===== src/rtl/cache_line_fill_ctrl_pkg.sv =====
// Shared definitions for the instruction-cache line-fill path: geometry of the
// cache (also used by the tag-bit select mux and the cache RAM) and the
// encoding of the fill FSM states.
package cache_line_fill_ctrl_pkg;

    localparam int NUM_LINES  = 32;
    localparam int LINE_BYTES = 16;
    localparam int LINE_W     = $clog2(NUM_LINES);
    localparam int OFF_W      = $clog2(LINE_BYTES);
    localparam int CADDR_W    = LINE_W + OFF_W;

    typedef logic [LINE_W-1:0] line_idx_t;
    typedef logic [OFF_W-1:0]  offset_t;

    localparam offset_t OFF_LAST = offset_t'(LINE_BYTES - 1);

    typedef enum logic [1:0] {
        ST_IDLE  = 2'd0,
        ST_REQ   = 2'd1,
        ST_WRITE = 2'd2,
        ST_DONE  = 2'd3
    } fill_state_t;

endpackage


===== src/rtl/cache_line_fill_ctrl_if.sv =====
// Memory read bus and cache RAM write port seen by the line-fill controller.
// The controller is the master; memory and cache RAM sit on the slave side.
interface cache_line_fill_ctrl_if;
    import cache_line_fill_ctrl_pkg::*;

    logic               mem_req;
    offset_t            mem_offset;
    logic               mem_ack;
    logic [7:0]         mem_data;
    logic               cache_we;
    logic [CADDR_W-1:0] cache_waddr;
    logic [7:0]         cache_wdata;

    modport master (
        output mem_req, mem_offset, cache_we, cache_waddr, cache_wdata,
        input  mem_ack, mem_data
    );

    modport slave (
        input  mem_req, mem_offset, cache_we, cache_waddr, cache_wdata,
        output mem_ack, mem_data
    );

endinterface


===== src/rtl/cache_line_fill_ctrl_valid_reg.sv =====
// Per-line valid bits read by the tag-bit select mux. Clear-all beats set,
// set beats clear (the controller never asserts set and clr together).
module cache_valid_reg
    import cache_line_fill_ctrl_pkg::*;
(
    input  logic                 clk,
    input  logic                 reset_n,
    input  logic                 clr_all,
    input  logic                 set,
    input  logic                 clr,
    input  line_idx_t            idx,
    output logic [NUM_LINES-1:0] bits
);

    // Valid-bit register: synchronous reset, then clear-all, set, clear.
    always_ff @(posedge clk) begin
        if (!reset_n) begin
            bits <= '0;
        end else if (clr_all) begin
            bits <= '0;
        end else if (set) begin
            bits[idx] <= 1'b1;
        end else if (clr) begin
            bits[idx] <= 1'b0;
        end
    end

endmodule


===== src/rtl/cache_line_fill_ctrl.sv =====
// Instruction-cache line-fill controller: on a miss, reads the 16 bytes of the
// line from memory one at a time, writes each into cache RAM, then marks the
// line valid. Flush clears every valid bit and abandons any fill in progress.
module cache_line_fill_ctrl
    import cache_line_fill_ctrl_pkg::*;
(
    input  logic                   clk,
    input  logic                   reset_n,
    input  logic                   flush,
    input  logic                   miss_req,
    input  line_idx_t              miss_line,
    cache_line_fill_ctrl_if.master bus,
    output logic [NUM_LINES-1:0]   valid_bits,
    output logic                   fill_busy,
    output logic                   fill_done
);

    fill_state_t state, next_state;
    offset_t     cnt, cnt_next;
    line_idx_t   line_q, line_next;
    logic [7:0]  data_q, data_next;
    logic        mem_req_q, cache_we_q;
    logic        v_clr_all, v_set, v_clr;

    // Next-state, counter, datapath and valid-bit update decisions.
    // NOTE: every signal gets a default before the case so no latch is inferred.
    always_comb begin
        next_state = state;
        cnt_next   = cnt;
        line_next  = line_q;
        data_next  = data_q;
        v_clr_all  = 1'b0;
        v_set      = 1'b0;
        v_clr      = 1'b0;

        if (flush) begin
            next_state = ST_IDLE;
            cnt_next   = '0;
            v_clr_all  = 1'b1;
        end else begin
            case (state)
                ST_IDLE: begin
                    if (miss_req) begin
                        line_next  = miss_line;
                        cnt_next   = '0;
                        v_clr      = 1'b1;
                        next_state = ST_REQ;
                    end
                end
                ST_REQ: begin
                    if (bus.mem_ack) begin
                        data_next  = bus.mem_data;
                        next_state = ST_WRITE;
                    end
                end
                ST_WRITE: begin
                    if (cnt == OFF_LAST) begin
                        // Bit becomes visible together with the fill_done pulse.
                        v_set      = 1'b1;
                        next_state = ST_DONE;
                    end else begin
                        cnt_next   = cnt + offset_t'(1);
                        next_state = ST_REQ;
                    end
                end
                ST_DONE: begin
                    cnt_next   = '0;
                    next_state = ST_IDLE;
                end
                default: begin
                    next_state = ST_IDLE;
                end
            endcase
        end
    end

    // State, datapath and registered strobes decoded from the next state.
    // NOTE: sequential state uses non-blocking assignments so every flop samples pre-edge values.
    always_ff @(posedge clk) begin
        if (!reset_n) begin
            state      <= ST_IDLE;
            cnt        <= '0;
            line_q     <= '0;
            data_q     <= '0;
            mem_req_q  <= 1'b0;
            cache_we_q <= 1'b0;
            fill_busy  <= 1'b0;
            fill_done  <= 1'b0;
        end else begin
            state      <= next_state;
            cnt        <= cnt_next;
            line_q     <= line_next;
            data_q     <= data_next;
            mem_req_q  <= (next_state == ST_REQ);
            cache_we_q <= (next_state == ST_WRITE);
            fill_busy  <= (next_state != ST_IDLE);
            fill_done  <= (next_state == ST_DONE);
        end
    end

    cache_valid_reg u_valid (
        .clk     (clk),
        .reset_n (reset_n),
        .clr_all (v_clr_all),
        .set     (v_set),
        .clr     (v_clr),
        .idx     (line_next),
        .bits    (valid_bits)
    );

    assign bus.mem_req     = mem_req_q;
    assign bus.mem_offset  = cnt;
    assign bus.cache_we    = cache_we_q;
    assign bus.cache_waddr = {line_q, cnt};
    assign bus.cache_wdata = data_q;

endmodule


===== src/flat_wrapper.sv =====
// flat-port wrapper written by rule: the top's interface ports become plain ports
module cache_line_fill_ctrl_flat import cache_line_fill_ctrl_pkg::*;
  (clk, reset_n, flush, miss_req, miss_line, valid_bits, fill_busy, fill_done, bus_mem_req, bus_mem_offset, bus_cache_we, bus_cache_waddr, bus_cache_wdata, bus_mem_ack, bus_mem_data);
  cache_line_fill_ctrl_if bus_i ();
  input  logic clk;
  input  logic reset_n;
  input  logic flush;
  input  logic miss_req;
  input  line_idx_t miss_line;
  output logic [NUM_LINES-1:0] valid_bits;
  output logic fill_busy;
  output logic fill_done;
  output wire logic [$bits(bus_i.mem_req)-1:0] bus_mem_req;
  output wire logic [$bits(bus_i.mem_offset)-1:0] bus_mem_offset;
  output wire logic [$bits(bus_i.cache_we)-1:0] bus_cache_we;
  output wire logic [$bits(bus_i.cache_waddr)-1:0] bus_cache_waddr;
  output wire logic [$bits(bus_i.cache_wdata)-1:0] bus_cache_wdata;
  input wire logic [$bits(bus_i.mem_ack)-1:0] bus_mem_ack;
  input wire logic [$bits(bus_i.mem_data)-1:0] bus_mem_data;
  assign bus_mem_req = bus_i.mem_req;
  assign bus_mem_offset = bus_i.mem_offset;
  assign bus_cache_we = bus_i.cache_we;
  assign bus_cache_waddr = bus_i.cache_waddr;
  assign bus_cache_wdata = bus_i.cache_wdata;
  assign bus_i.mem_ack = bus_mem_ack;
  assign bus_i.mem_data = bus_mem_data;
  cache_line_fill_ctrl u_core (.clk(clk), .reset_n(reset_n), .flush(flush), .miss_req(miss_req), .miss_line(miss_line), .bus(bus_i), .valid_bits(valid_bits), .fill_busy(fill_busy), .fill_done(fill_done));
endmodule

===== config.mk =====
export PLATFORM = sky130hd
export DESIGN_NAME = cache_line_fill_ctrl_flat
export DESIGN_NICKNAME = d
export VERILOG_FILES = /design/src/rtl/cache_line_fill_ctrl_pkg.sv /design/src/rtl/cache_line_fill_ctrl_if.sv /design/src/rtl/cache_line_fill_ctrl_valid_reg.sv /design/src/rtl/cache_line_fill_ctrl.sv /design/src/flat_wrapper.sv
export SDC_FILE = /design/constraint.sdc
export NUM_CORES = 1
export LEC_CHECK = 0
export ABC_AREA = 1
export CAP_MARGIN = 15
export CORE_ASPECT_RATIO = 0.75
export CORE_MARGIN = 5
export CORE_UTILIZATION = 50
export CTS_CLUSTER_DIAMETER = 60
export DETAILED_ROUTE_END_ITERATION = 16
export PLACE_DENSITY = 0.85
export SLEW_MARGIN = 20
export SYNTH_ARGS = -nofsm -noshare
export SYNTH_HDL_FRONTEND = slang
export SYNTH_SLANG_ARGS = --single-unit
export TNS_END_PERCENT = 1

===== constraint.sdc =====
create_clock -name clk -period 3.8 [get_ports clk]
set_input_delay 1.14 -clock clk [delete_from_list [all_inputs] [get_ports clk]]
set_output_delay 1.14 -clock clk [all_outputs]
set_load 0.02 [all_outputs]

==> metrics <==
WL per Instance=12.96 um; reg2reg start=u_core.state[0]; wire length after detailed routing=5.999 mm; synthesized area per cell=7.264 um2; run status=completed; depth of the worst register-to-register path=8; required time worst endpoint=around 4 ns; overall power=1.051 mW; Final ANT Viol Nets=0; Vert. Die Dim=70.42 um; total via count in the routed design=2329; Peak Freq=roughly 0.36 GHz; setup skew after layout=0.004489 ns; Clock Tree Root=clkbuf_8; cell count after synthesis=335; total routing resource utilization after global routing=about a fifth; DRC Markers=0; final std cells w/o fill=about 460; clock period minus final worst setup slack=~2.7 ns; worst-case headroom to the max-slew limit=between 50% and 60%; count of inserted antenna diode cells=0; count of hold buffers inserted by post-cts repair=0; Initial Util=between 50% and 60%; launching element type of the critical path=primary input; final count of pins violating max slew=0; Final nets=approximately 420; width of the chip=between 90 and 100 um; port buffer count=74; number of endpoints with negative hold slack in the final report=0; fraction of final layout cells with drive strength greater than 1=approximately 7.7%; global-route wire length before repair=around 10 mm; DRT iter0 DRCs=140; Top Ports=between 70 and 80; fin crit share=between 70% and 80%; CTS Buf Count=5; routed vias/inst=5.030; portion of the post-synthesis area used by sequential elements=a little under half; CP Launch Point=miss_req; clock-pin transition on the worst setup and hold timing paths=roughly 0.090 ns; post-CTS setup repair buffer count=0; post-synthesis instance area=between 2000 and 2500 um2; worst voltage drop across the vdd grid=roughly 0.00025 V; critical path peak fanout=16; Power Density=323.8 nW/um2; leading cell types in the layout, fill and taps excluded=clkdlybuf4s50_1, nor2_1, nand2_1; setup repair after global routing missed its margin=no; Syn-to-layout area delta=33.42%; post-synth top area share=45.24%; insertion delay of the later-clocked pin in the worst-skew pair=0.30 ns; commonest non-fill, non-tap cell in the layout=clkdlybuf4s50_1; # Max-Cap Violations=0; syn_nets=~350; leak pwr=1.184 nW; core box area=between 4000 and 5000 um2; post-cts resize count=0; Reg2Reg Setup Slack=approximately 1.7 ns; path class of the lowest-slack min-delay path=register to register; number of detailed-route iterations in the first pass=4; buffer depth of the longest clock path=2; TritonCTS clock tree=done; area occupied by registers=between 1000 and 1500 um2; CTS H-tree lvls=2; largest cells by area after synthesis=dfxtp_1, nor2_1, nand2_1, nand3_1, a21oi_1; Filler Cells Inserted=~420; die area=~6400 um2; data arrival time of the critical path=just under 3 ns; footprint of the multi-input gates=approximately 1200 um2; category of the worst setup path capture point=register; clk sink count=55; maximum number of pins on one net before global-route repair=35; synthesized flop and latch total=between 50 and 60; placer's final routability congestion estimate=roughly 0.77; Detail Placement HPWL=roughly 4.4 mm; Inst Count DP=~460; library cells used by synthesis=23; leading area contributor after synthesis=dfxtp_1; class of the most critical setup path=primary input to register; number of setup violations in the final report=0; initial antenna violation count=0; number of placement rows=22; Yosys Warn Count=0; overall overflow remaining after global route=0; via count of the first global-routing pass=~2.1k; slew of the pin with the lowest slew margin=0.6434 ns; Post-Route Setup TNS=0 ns
## Yosys cell counts
cell and number:
nor2_1 66, nand2_1 64, dfxtp_1 55, nand3_1 41
a21oi_1 34, inv_1 16, o21ai_0 13, nor2_4 9
buf_4 6, clkbuf_1 6, nor2_2 5, buf_6 3
inv_2 3, nand3b_1 3, buf_1 2, nand2_2 2
and3_1 1, ha_1 1, nand3_2 1, nor3_1 1
o21a_1 1, or2_2 1, xnor2_1 1
## worst min-delay path by stage
stage	from	to	cells past startpoint
global route	u_core.bus.cache_wdata[1]	u_core.bus.cache_wdata[1]	2
finish	register	register	2
CTS	register	register	2
global placement	u_core.bus.cache_wdata[3]	u_core.bus.cache_wdata[3]	2
detailed placement	register	register	2
floorplan	u_core.bus.cache_wdata[0]	u_core.bus.cache_wdata[0]	2
## stage by stage
| step | setup slack (ns) | utilization [%] | cell area (um2) | hold slack, ns |
|---|---|---|---|---|
| 3_3_place_gp | 0.8731 | 66.09 | 3166 | 0.4642 |
| 3_5_place_dp | 0.7735 | 66.09 | 3166 | 0.4714 |
| 4_1_cts | 1.094 | 67.79 | 3247 | 0.4944 |
| 6_report | 1.059 | 67.79 | 3247 | 0.4888 |
| 5_1_grt | 0.8994 | 67.79 | 3247 | 0.5145 |
| 2_1_floorplan | 1.514 | - | 2434 | 0.5606 |
## report_power, final
part           leakage, nW  internal, mW  switching [mW]
Clock               0.0422         0.130           0.176
Combinational        0.697        0.0577          0.0949
Sequential           0.445         0.585         0.00731
## worst max-delay path, cell delays in order
cell	delay, ns
clkdlybuf4s50_1	0.47
inv_1	0.08
nor2_4	0.20
nand2_2	0.17
nand2_1	0.15
inv_2	0.10
nor2_4	0.34
nand3_1	0.16
nand2_1	0.09
nor2_1	0.04
## layer usage
| layer | track usage, % | wire length (um) |
|---|---|---|
| met1 | 26.10 | 2852 |
| met2 | 29.09 | 2745 |
| met3 | 4.736 | 343 |
| met4 | 5.455 | 58 |
| met5 | 0 | 0 |
## final cells by class
class                           count  area share (%)
Clock buffer                        7           2.351
Clock inverter                      1          0.1541
Inverter                           19           2.197
Multi-Input combinational cell    244           35.57
Sequential cell                    55           33.91
Tap cell                           60           2.312
Timing Repair Buffer               77           23.51
## cell families after synthesis
logic type / Yosys count / share of synthesized area (%)
adders and majority gates: 1 / 0.5141
xor gates and xnor gates: 1 / 0.3600
buffers and inverters: 36 / 7.403
AOI/OAI and AO/OA: 48 / 9.974
and+or+nand+nor: 194 / 36.50
DFF: 55 / 45.24
Note: power is estimated with default switching activity, not from simulation.
==> RTL edit 1: new RTL, config.mk and constraints unchanged <==
The 4 states of `fill_state_t` get a one-hot encoding in 4 bits.
--- a/src/rtl/cache_line_fill_ctrl_pkg.sv
+++ b/src/rtl/cache_line_fill_ctrl_pkg.sv
@@ -14,11 +14,11 @@
 
     localparam offset_t OFF_LAST = offset_t'(LINE_BYTES - 1);
 
-    typedef enum logic [1:0] {
-        ST_IDLE  = 2'd0,
-        ST_REQ   = 2'd1,
-        ST_WRITE = 2'd2,
-        ST_DONE  = 2'd3
+    typedef enum logic [3:0] {
+        ST_IDLE  = 4'b0001,
+        ST_REQ   = 4'b0010,
+        ST_WRITE = 4'b0100,
+        ST_DONE  = 4'b1000
     } fill_state_t;
 
 endpackage
Function: no difference found for any inputs over 10 cycles, from zero or initial values and one cycle with reset_n low; not proved beyond that.
==> RTL edit 1 against the original RTL <==
Sequential share of layout area down 3.1 points. Core utilization up 2.1 points. Clock skew about the same. Cell area up 14%. Sequential cell count up 2. Routed wire length up 12%. Area after synthesis up 12%. Power up 33%. Global-route usage up 1.6 points. Clock power up 92%. Fmax down 2.8%. Critical path depth down 1. Cell count up 13%. Worst setup slack worse by 0.079 ns. Highest routed layer unchanged.
==> RTL edit 1: results (changes against the original RTL) <==
- Clock network share of area: 5.610% (was 2.505%)
- Placed insts: 509 (was 455)
- Crit-path max FO: 11 (was 16)
- FF-to-FF Start: u_core.bus.mem_offset[0] (was u_core.state[0])
- Comb group: 0.000195 W (was 0.000153 W)
- R2R depth: 11 (was 8)
- Post-Synthesis Cells: 370 (was 335)
- Non-clock buffer share: 20.62% (was 23.51%)
- Worst Path Arrival: 3.10 ns (was 2.95 ns)
- Layout Utilization: 69.92% (was 67.79%)
- # clk buffers: 14 (was 7)
- Post-synth cell types: 32 (was 23)
- Seq/Total Area, Yosys: 42.03% (was 45.24%)
- Detailed Route Iter0 Violations: 121 (was 140)
- Outcome: finished, final reports clean (unchanged)
- Power Clock: 0.000588 W (was 0.000306 W)
- Synthesized Nets: 389 (was 354)
- Top post-synthesis cells by area: dfxtp_1, nand2_1, nor2_1, a21oi_1, nand3_1 (was dfxtp_1, nor2_1, nand2_1, nand3_1, a21oi_1)
- Post-Route WL: 6696 µm (was 5999 µm)
- DP HPWL: 4983 µm (was 4377 µm)
- First-pass GRT wire length: 11190 µm (was 9991 µm)
- Clk Latency, worst-skew pair: 0.34 ns (was 0.30 ns)
- Largest net degree at the start of global routing: 23 (was 35)
- Vias in the first global route: 2472 (was 2089)
- Final nets: 464 (was 421)
- Comb_multi_in: 254 (was 244)
- Post-Layout Cell Count: 525 (was 463)
- Routability cong.: 0.8188 (was 0.7668)
- Via-per-instance ratio: 4.891 (was 5.030)
- R2r setup slk: 1.82 ns (was 1.69 ns)
- Crit. End Element: flip-flop (unchanged)
- Clock skew: 0.004871 ns (was 0.004489 ns)
- Slew headroom: 61.09% (was 56.95%)
- Gr usage total: 20.47% (was 18.88%)
- Pleak: 1.475 nW (was 1.184 nW)
- Layout cells sized above 1: 12.89% (was 7.692%)
- Int Pwr: 0.001031 W (was 0.0007728 W)
- Multi-input combinational cell area: 1321 µm² (was 1155 µm²)
- Fin worst setup slack: 0.9796 ns (was 1.059 ns)
- Cell Area, Placed: 3495 µm² (was 3166 µm²)
- CP peak stage delay: 0.74 ns (was 0.47 ns)
- H-tree depth: 3 (was 2)
- Nonclk inv count: 46 (was 19)
- Worst VDD drop: 0.2526 mV (was 0.2489 mV)
- Synth cell count leaders: nand2_1, dfxtp_1, nor2_1 (was nor2_1, nand2_1, dfxtp_1)
[RTL edit 1: cell types whose count changed after synthesis, sizes merged, moves of 2 or more]
| cell | before | now |
|---|---|---|
| clkbuf | 6 | 2 |
| dfxtp | 55 | 57 |
| nand4 | 0 | 5 |
| nor3 | 1 | 5 |
| o21ai | 13 | 15 |
| nor2 | 80 | 78 |
| inv | 19 | 45 |
| nand2 | 66 | 74 |
| nand3b | 3 | 0 |
| nand3 | 42 | 36 |
[RTL edit 1: layer usage]
layer | wire length [µm] | GRT usage (%)
met2 | 3004 | 32.58
met5 | 0 | 0
met3 | 469 | 5.937
met4 | 184 | 10.08
met1 | 3037 | 25.35
[RTL edit 1: logic make-up after synthesis]
kind of cell / synth area share, %
AO/OA/AOI/OAI: 10.42
XOR/XNOR: 0.3226
adder cells (fa/ha/maj): 0.4608
buffers and inverters: 9.309
flip-flops: 42.03
AND/OR/NAND/NOR: 37.47
==> RTL edit 2: new RTL, same flow settings <==
Made on the original files. Change the package constant `LINE_BYTES` from 16 to 32.
--- a/src/rtl/cache_line_fill_ctrl_pkg.sv
+++ b/src/rtl/cache_line_fill_ctrl_pkg.sv
@@ -4,7 +4,7 @@
 package cache_line_fill_ctrl_pkg;
 
     localparam int NUM_LINES  = 32;
-    localparam int LINE_BYTES = 16;
+    localparam int LINE_BYTES = 32;
     localparam int LINE_W     = $clog2(NUM_LINES);
     localparam int OFF_W      = $clog2(LINE_BYTES);
     localparam int CADDR_W    = LINE_W + OFF_W;
Ports: changed (resized bus_cache_waddr and bus_mem_offset); port bits go from 75 to 77. The function was not compared with the original's and may differ.
==> RTL edit 2 against the original RTL <==
Hold slack barely moved. Area after synthesis rose by 2.3%. Worst setup slack got worse by 0.080 ns. Core utilization rose by 0.99 points. Largest cell class unchanged. Power rose by 5.7%. Sequential power rose by 1%. Routed wire length rose by 3.1%. Highest routed layer unchanged. Sequential cell count rose by 1. Cell area rose by 2.6%.
==> RTL edit 2: results (changes against the original RTL) <==
- Layout cells sized above 1: 8.685% (was 7.692%)
- Synth top area share: 45.05% (was 45.24%)
- Synth async-reset ratio: 0% (unchanged)
- Detailed Route Iter0 Violations: 151 (was 140)
- Gr usage total: 18.52% (was 18.88%)
- R2R depth: 11 (was 8)
- Top_reg_cell synth: dfxtp_1 (unchanged)
- Routability cong.: 0.8099 (was 0.7668)
- H-tree depth: 2 (unchanged)
- Worst slew pin tran: 0.4000 ns (was 0.6434 ns)
- DP HPWL: 4484 µm (was 4377 µm)
- CP peak stage delay: 0.54 ns (was 0.47 ns)
- Crit path max-delay family: simple AND/OR/NAND/NOR gates (unchanged)
- First-pass GRT wire length: 10030 µm (was 9991 µm)
- Post-Route WL: 6184 µm (was 5999 µm)
- Cts bufs inserted: 5 (unchanged)
- Top post-synthesis cells by area: dfxtp_1, nor2_1, nand2_1, nand3_1, a21oi_1 (unchanged)
- Synth cell count leaders: nor2_1, nand2_1, dfxtp_1 (unchanged)
- Worst Path Arrival: 3.03 ns (was 2.95 ns)
- Drt pass-1 iters: 6 (was 4)
- Initial antenna violation count: 0 (unchanged)
- Max_cap viols: 0 (unchanged)
- PostCTS Resize Cnt: 0 (unchanged)
- Vias in the first global route: 2158 (was 2089)
- Detailed-route via count: 2396 (was 2329)
- Largest net degree at the start of global routing: 33 (was 35)
- Count of input and output buffers: 76 (was 74)
- Post-CTS setup buffer count: 0 (unchanged)
- Worst VDD drop: 0.2123 mV (was 0.2489 mV)
- Clock skew: 0.005035 ns (was 0.004489 ns)
- R2r setup slk: 1.46 ns (was 1.69 ns)
- Root Buffer: clkbuf_8 (unchanged)
- CTS clk-pin slew, worst paths: 0.09 ns (about the same)
- Pre-CTS WS: 0.6593 ns (was 0.7735 ns)
- Hold path depth: 2 (unchanged)
- Antenna fix cells: 0 (unchanged)
- Final nets: 424 (was 421)
- Worst Setup Start Kind: primary input (unchanged)
- Crit-path max FO: 27 (was 16)
- Longest Clk Path Bufs: 2 (unchanged)
- Post-synth cell types: 23 (unchanged)
- FF-to-FF Start: u_core.bus.mem_offset[0] (was u_core.state[0])
- Outcome: finished, final reports clean (unchanged)
- Synthesized Nets: 355 (was 354)
- Worst Hold Class: flip-flop to flip-flop (unchanged)
- Seq/Total Area, Yosys: 45.05% (was 45.24%)
- Pleak: 1.213 nW (was 1.184 nW)
- Filler Cell Count: 413 (was 421)
- Hold Slack: 0.4883 ns (was 0.4888 ns)
-- RTL edit 2: cell types whose count changed after synthesis, moves of 2 or more --
cell | unedited run | this run
nor2_4 | 9 | 7
nand2_2 | 2 | 5
nand2_4 | 0 | 2
nor2_1 | 66 | 63
nor2_2 | 5 | 8
nor3_1 | 1 | 5
nand2_1 | 64 | 59
clkinv_1 | 0 | 2
buf_1 | 2 | 0
buf_4 | 6 | 8
o21ai_0 | 13 | 10
-- RTL edit 2: final cells by class --
class	count	area (µm²)	area share, %
repair buffers	77	768.2	23.06
clock buffers	5	68.82	2.065
multi-input cells	243	1187	35.64
flip-flops and latches	56	1121	33.65
well taps	60	75.07	2.253
clock inverters	1	30.03	0.9012
inverters	21	81.33	2.441
-- RTL edit 2: report_power, final --
group	switching (W)	internal (W)	leakage, nW
Clock	0.000179	0.000189	0.0501
Combinational	0.0000892	0.0000525	0.710
Sequential	0.00000587	0.000595	0.453
Total	0.000274	0.000837	1.21
-- RTL edit 2: routing by layer --
layer / routed length [µm] / vias to the layer above / GRT usage, %
met4: 66 / 0 / 5.375
met2: 2869 / 71 / 29.23
met5: 0 / - / 0
met1: 2794 / 1093 / 24.69
met3: 453 / 8 / 5.313
li1: - / 1224 / -
-- RTL edit 2: worst max path at each step --
| stage | startpoint | end | slack (ns) | cells after the start |
|---|---|---|---|---|
| floorplan | miss_req | flip-flop | 1.52 | 10 |
| global placement | flush | flip-flop | 0.72 | 9 |
| detailed placement | flush | flip-flop | 0.66 | 9 |
| CTS | flush | flip-flop | 0.98 | 9 |
| global route | flush | flip-flop | 0.80 | 9 |
| finish | flush | flip-flop | 0.98 | 9 |
-- RTL edit 2: through the flow --
stage / cells / cell area, µm²
6_report: 463 / 3332
4_1_cts: 463 / 3332
3_5_place_dp: 457 / 3233
3_3_place_gp: 457 / 3233
2_1_floorplan: 335 / 2489
5_1_grt: 463 / 3332
-- RTL edit 2: cells by family (layout without fill, tap and decap cells) --
kind of cell	count (synthesis)	count (layout)	synth area share [%]
AO/OA/AOI/OAI	46	46	9.352
adder cells (fa/ha/maj)	2	2	1.005
buffers and inverters	36	104	7.341
flip-flops	56	56	45.05
AND/OR/NAND/NOR	195	195	37.26
-- RTL edit 2: worst reg2reg max path: stages, from the launching register on --
cell and delay [ns]:
dfxtp_1 0.40, ha_1 0.16, inv_1 0.05, nor3_1 0.17
ha_1 0.28, nand3_4 0.28, nand2_2 0.18, nand2_2 0.11
nor2_4 0.31, nand3_1 0.15, nand2_1 0.10, nor2_1 0.04
